--- src/rtl/aes_pkg.sv ---
// rtl/aes_pkg.sv - shared AES types, FSM encoding and column slicing helpers
// Purpose: common typedefs for the MixColumns engine plus helpers that read and
// write one 32-bit column of a 128-bit state in FIPS-197 byte order
// (column c occupies [127-32c -: 32], row 0 is the most significant byte).
package aes_pkg;

  typedef logic [7:0]   byte_t;
  typedef logic [31:0]  word_t;
  typedef logic [127:0] state_t;

  typedef enum logic [1:0] {IDLE, RUN, DONE} mc_state_t;

  // Reduction constant for x^8 = x^4 + x^3 + x + 1.
  localparam byte_t GF_POLY = 8'h1b;

  function automatic word_t col_get(state_t s, logic [1:0] c);
    word_t w;
    unique case (c)
      2'd0: w = s[127:96];
      2'd1: w = s[95:64];
      2'd2: w = s[63:32];
      2'd3: w = s[31:0];
    endcase
    return w;
  endfunction

  function automatic state_t col_put(state_t s, logic [1:0] c, word_t w);
    state_t r;
    r = s;
    unique case (c)
      2'd0: r[127:96] = w;
      2'd1: r[95:64]  = w;
      2'd2: r[63:32]  = w;
      2'd3: r[31:0]   = w;
    endcase
    return r;
  endfunction

endpackage

--- src/rtl/mixcolumns_seq_if.sv ---
// rtl/mixcolumns_seq_if.sv - start/done request bus of the MixColumns engine
// Purpose: groups the request (start, bypass, state_in) and the response
// (busy, done, state_out) of mixcolumns_seq.
//   master: round controller side, drives the request, observes the response
//   slave : engine side, observes the request, drives the response
interface mixcolumns_seq_if;
  import aes_pkg::*;

  logic   start;
  logic   bypass;
  state_t state_in;
  logic   busy;
  logic   done;
  state_t state_out;

  modport master (
    output start, bypass, state_in,
    input  busy, done, state_out
  );

  modport slave (
    input  start, bypass, state_in,
    output busy, done, state_out
  );

endinterface

--- src/rtl/galoismult.sv ---
// rtl/galoismult.sv - multiply one GF(2^8) byte by x (xtime)
// Purpose: combinational xtime.
//   a_i  : input byte
//   xt_o : a_i * x reduced modulo the AES polynomial
module galoismult
  import aes_pkg::*;
(
  input  byte_t a_i,
  output byte_t xt_o
);

  assign xt_o = {a_i[6:0], 1'b0} ^ (a_i[7] ? GF_POLY : 8'h00);

endmodule

--- src/rtl/mixcolumn_col.sv ---
// rtl/mixcolumn_col.sv - combinational MixColumns of one 32-bit column
// Purpose: b_r = 2*a_r ^ 3*a_{r+1} ^ a_{r+2} ^ a_{r+3}, indices mod 4, with
// 3*a expanded as xt(a) ^ a so only four xtime units are needed.
//   col_i : input column, row 0 in [31:24]
//   col_o : transformed column, same layout
module mixcolumn_col
  import aes_pkg::*;
(
  input  word_t col_i,
  output word_t col_o
);

  byte_t a [4];
  byte_t x [4];

  for (genvar r = 0; r < 4; r++) begin : g_row
    assign a[r] = col_i[31-8*r -: 8];

    galoismult u_xt (
      .a_i  (a[r]),
      .xt_o (x[r])
    );

    assign col_o[31-8*r -: 8] = x[r] ^ x[(r+1)%4] ^ a[(r+1)%4]
                              ^ a[(r+2)%4] ^ a[(r+3)%4];
  end

endmodule

--- src/rtl/mixcolumns_seq.sv ---
// rtl/mixcolumns_seq.sv - sequential MixColumns engine with start/done handshake
// Purpose: applies MixColumns to a 128-bit state COLS_PER_CYCLE columns per
// clock using shared column units; bypass passes the state through unchanged
// (final round).
//   clk   : rising-edge clock
//   reset : asynchronous active-high reset
//   bus   : slave side of mixcolumns_seq_if (start/bypass/state_in in,
//           busy/done/state_out out)
// COLS_PER_CYCLE must be 1, 2 or 4.
module mixcolumns_seq
  import aes_pkg::*;
#(
  parameter int COLS_PER_CYCLE = 1
)
(
  input  logic             clk,
  input  logic             reset,
  mixcolumns_seq_if.slave  bus
);

  // Column index advance per active cycle; for 4 columns it wraps to 0, which
  // is exactly the single-pass case.
  localparam logic [1:0] STEP     = 2'(COLS_PER_CYCLE);
  // Starting column of the last group, i.e. the group that writes column 3.
  localparam logic [1:0] LAST_COL = 2'(4 - COLS_PER_CYCLE);

  mc_state_t  state_q;
  state_t     work_q;
  state_t     work_d;
  state_t     out_q;
  logic [1:0] col_q;
  logic       busy_q;
  logic       done_q;

  word_t unit_in  [COLS_PER_CYCLE];
  word_t unit_out [COLS_PER_CYCLE];

  for (genvar g = 0; g < COLS_PER_CYCLE; g++) begin : g_unit
    assign unit_in[g] = col_get(work_q, col_q + 2'(g));

    mixcolumn_col u_col (
      .col_i (unit_in[g]),
      .col_o (unit_out[g])
    );
  end

  // Working register with the current column group replaced by its result.
  always_comb begin
    work_d = work_q;
    for (int g = 0; g < COLS_PER_CYCLE; g++) begin
      work_d = col_put(work_d, col_q + 2'(g), unit_out[g]);
    end
  end

  always_ff @(posedge clk or posedge reset) begin
    if (reset) begin
      state_q <= IDLE;
      work_q  <= '0;
      out_q   <= '0;
      col_q   <= 2'd0;
      busy_q  <= 1'b0;
      done_q  <= 1'b0;
    end else begin
      done_q <= 1'b0;
      unique case (state_q)
        IDLE: begin
          if (bus.start) begin
            work_q <= bus.state_in;
            col_q  <= 2'd0;
            busy_q <= 1'b1;
            if (bus.bypass) begin
              // Output is taken straight from the input so done can rise
              // on the accepting edge.
              state_q <= DONE;
              done_q  <= 1'b1;
              out_q   <= bus.state_in;
            end else begin
              state_q <= RUN;
            end
          end
        end
        RUN: begin
          work_q <= work_d;
          col_q  <= col_q + STEP;
          if (col_q == LAST_COL) begin
            // work_d already holds column 3, publish it with the done pulse.
            state_q <= DONE;
            done_q  <= 1'b1;
            out_q   <= work_d;
            col_q   <= 2'd0;
          end
        end
        DONE: begin
          state_q <= IDLE;
          busy_q  <= 1'b0;
          col_q   <= 2'd0;
        end
        default: begin
          state_q <= IDLE;
          busy_q  <= 1'b0;
          col_q   <= 2'd0;
        end
      endcase
    end
  end

  assign bus.busy      = busy_q;
  assign bus.done      = done_q;
  assign bus.state_out = out_q;

endmodule

--- src/flat_wrapper.sv ---
// flat-port wrapper written by rule: the top's interface ports become plain ports
module mixcolumns_seq_flat import aes_pkg::*;
#(
  parameter int COLS_PER_CYCLE = 1
)
  (clk, reset, bus_start, bus_bypass, bus_state_in, bus_busy, bus_done, bus_state_out);
  mixcolumns_seq_if bus_i ();
  input  logic clk;
  input  logic reset;
  input wire logic [$bits(bus_i.start)-1:0] bus_start;
  input wire logic [$bits(bus_i.bypass)-1:0] bus_bypass;
  input wire logic [$bits(bus_i.state_in)-1:0] bus_state_in;
  output wire logic [$bits(bus_i.busy)-1:0] bus_busy;
  output wire logic [$bits(bus_i.done)-1:0] bus_done;
  output wire logic [$bits(bus_i.state_out)-1:0] bus_state_out;
  assign bus_i.start = bus_start;
  assign bus_i.bypass = bus_bypass;
  assign bus_i.state_in = bus_state_in;
  assign bus_busy = bus_i.busy;
  assign bus_done = bus_i.done;
  assign bus_state_out = bus_i.state_out;
  mixcolumns_seq #(.COLS_PER_CYCLE(COLS_PER_CYCLE)) u_core (.clk(clk), .reset(reset), .bus(bus_i));
endmodule
--- config.mk ---
export PLATFORM = sky130hd
export DESIGN_NAME = mixcolumns_seq_flat
export DESIGN_NICKNAME = d
export VERILOG_FILES = /design/src/rtl/aes_pkg.sv /design/src/rtl/mixcolumns_seq_if.sv /design/src/rtl/galoismult.sv /design/src/rtl/mixcolumn_col.sv /design/src/rtl/mixcolumns_seq.sv /design/src/flat_wrapper.sv
export SDC_FILE = /design/constraint.sdc
export NUM_CORES = 1
export LEC_CHECK = 0
export ABC_AREA = 0
export ABC_CLOCK_PERIOD_IN_PS = 17100
export BUFFER_PORTS_ARGS = -buffer_cell sky130_fd_sc_hd__buf_2
export CAP_MARGIN = 20
export CORE_MARGIN = 1
export CORE_UTILIZATION = 61
export CTS_CLUSTER_SIZE = 25
export DETAILED_ROUTE_END_ITERATION = 8
export GPL_TIMING_DRIVEN = 0
export PLACE_DENSITY_LB_ADDON = 0.08
export SETUP_SLACK_MARGIN = 0.15
export SLEW_MARGIN = 20
export SYNTH_ARGS = -nofsm -noshare
export SYNTH_HDL_FRONTEND = slang
export SYNTH_SLANG_ARGS = --single-unit
--- constraint.sdc ---
create_clock -name clk -period 17.1 [get_ports clk]
set_input_delay 3.42 -clock clk [delete_from_list [all_inputs] [get_ports clk]]
set_output_delay 3.42 -clock clk [all_outputs]
set_load 0.02 [all_outputs]
==> flow_summary.ini <==
[timing]
setup_viol = 0
period_share = 0.342
final.setup.tns_ns = 0
drv_slew = 0
rsz0062_at_grt = no
hold_viol = 0
worst_hold_slack_ns = 0.475
skew_ns = 0.0128
fmax_mhz = 171
setup_ws_ns = 11.25
worstMarginPinSlew_ns = 1.11
fin_crit_ns = 5.85
maxSlewHeadroom = 0.253

[finish]
n_fill_cell = 1678
layout.nets = 2030
drive_gt1_frac = 0.186
areaGrowthSynthToFinish_pct = 19.6
instances_no_fill = 2235

[logic_synthesis]
async_flop_share = 1.00
netlist.area_leader.share = 0.449
syn_area_mm2 = 0.0146
synth_area_per_cell_um2 = 9.13
yosysTopAreaCell = dfrtp_1
yosys_warnings = 0
synth_most_common_cell = dfrtp_1
synth_ff_type = dfrtp_1
synth_edf_count = 0
synth.area.top_cells = dfrtp_1 45%, a21oi_1 6.7%, nand2_1 4.7%
synth.distinct_cells = 48
seq_area_frac_synth = 0.449
synth_common_cells = 262 x dfrtp_1, 194 x a21oi_1, 184 x nand2_1, 135 x nor2_1, 118 x clkbuf_1
syn_inst = 1599
syn_nets = 1736
synth-seq-cells = 262

[global_routing]
busiest_layer = met2
grt_max_degree = 105
grt_pass1_vias = 15300
gr-usage-met2 = 0.767
grt_util_all_layers = 0.513
grt.overflow.total = 0
grtUsageMet1 = 0.640
grtUsageMet3 = 0.148
grt_pass1_wl_mm = 91.8
antenna_found_initial = 1

[routing]
wirelength_mm = 63.0
drt_iter0_drc = 2479
dr.pass1.iters = 7
via_per_inst = 7.08
wl_per_cell_um = 28.2
num_vias = 15800
ant_nets = 0
drc_errors = 0

[floorplanning]
die_w_um = 157
coreArea_mm2 = 0.0235
rows = 56
dieArea_mm2 = 0.0245
pin_count = 262
initial_core_util = 0.622
die_y_um = 157

[worst_hold_path]
hold_class = reg -> reg

[clock_network]
clockBufferDepth = 3
cts.repair.resized = 0
cts_tree = built
insertion_delay_ns = 0.57
cts.sinks = 262
cts_buffers = 29
cts_root_buf = clkbuf_16
hold_buffers = 0
h-tree-depth = 1
clk_pin_slew_ns = 0.06
postCtsSetupBuffers = 0

[setup_path]
crit_type = in -> reg
required_ns = 17.51
cp_max_fo = 10
cp_top_family = buffers and inverters
cp_slowest_stage_delay_ns = 0.74
crit_top_cell = clkbuf_1
crit_path_start_kind = input port
path_buf_inv = 4
cp_slowest_cell = clkbuf_1
critPathArrivalTime_ns = 6.26
cp-end-kind = register
crit_chain = buf_2, nor2b_1, nand2_1, a21o_1, clkbuf_1, clkbuf_1, clkbuf_1, o211ai_1

[outcome]
outcome = finished, final reports clean

[run]
drv_cap = 0

[placed_design]
dp_slack_ns = 10.98
dp.cells = 2181
place_hpwl_mm = 44.3
gp_congestion = 1.03
io_buffer_count = 261
==> worst reg2reg max path, delay by kind of cell, from the launching register on <==
family	cells	cell delay, ns
buffers and inverters	3	1.29
XOR/XNOR	3	1.18
AO/OA/AOI/OAI	3	1.00
adder cells (fa/ha/maj)	1	0.43
flip-flops	1	0.42
==> per-layer routing <==
metal / share of wire / vias to the layer above
li1: - / 6449
met1: 0.35 / 7497
met2: 0.43 / 1515
met3: 0.14 / 357
met4: 0.081 / 2
met5: 0.00014 / -
==> stage by stage <==
stage,utilization,cell area [µm²]
global route,0.743,17400
floorplan,-,14600
CTS,0.742,17400
finish,0.743,17400
detailed placement,0.697,16400
global placement,0.694,16300
==> cells in the final DEF (no fill, tap or decap), types with 14 or more instances in the layout <==
master,n
clkbuf_16,29
or3_1,30
xor2_1,30
mux2i_1,16
o221ai_1,17
a21oi_1,194
nand2_1,184
xnor3_1,15
o31ai_1,31
o22a_1,22
nor3b_1,20
a21o_1,23
xnor2_1,51
inv_1,20
buf_2,273
a22oi_1,29
nor2_1,135
o211ai_1,30
o21ai_0,105
dfrtp_1,262
clkbuf_1,121
o22ai_1,54
a31oi_1,53
a222oi_1,14
==> final timing paths <==
kind / depth (start not counted) / slack [ns] / endpoint / start
max: 8 / 11.25 / u_core.bus.state_out[26] / bus_start
min: 2 / 0.47 / u_core.bus.state_out[101] / u_core.bus.state_out[101]
max reg2reg: 10 / 12.62 / u_core.bus.state_out[65] / u_core.col_q[1]
min reg2reg: 2 / 0.47 / u_core.bus.state_out[101] / u_core.bus.state_out[101]
max in group asynchronous: 3 / 13.31 / u_core.work_q[2] / reset
min in group asynchronous: 2 / 2.88 / u_core.work_q[17] / reset
==> sequential cells by signal (all words and copies together) (netlist names) <==
signal,count
u_core.bus.state_out,128
u_core.work_q,128
u_core.col_q,2
u_core.state_q,2
u_core.bus.busy,1
u_core.bus.done,1
==> final cells by class <==
class	count	area [µm²]	area share
Inverter	21	86.3	0.00495
Sequential cell	262	6560	0.376
Antenna cell	1	2.50	0.000143
Buffer	142	567	0.0325
Multi-Input combinational cell	1174	7420	0.425
Clock buffer	34	764	0.0438
Clock inverter	19	290	0.0166
Timing Repair Buffer	263	1360	0.0780
Tap cell	319	399	0.0229
==> logic make-up (layout without fill, tap and decap cells) <==
| group | count (synthesis) | count (layout) | share of synthesized area |
|---|---|---|---|
| muxes | 16 | 16 | 0.0110 |
| buffers and inverters | 163 | 479 | 0.0442 |
| xor gates and xnor gates | 111 | 111 | 0.0880 |
| and+or+nand+nor | 401 | 401 | 0.121 |
| other | 0 | 1 | 0 |
| adders and majority gates | 5 | 5 | 0.00429 |
| AOI/OAI and AO/OA | 641 | 641 | 0.282 |
| DFF | 262 | 262 | 0.449 |
Power is not shown: default switching activity piles up to over one toggle a cycle in this logic, so the estimate is an artifact.
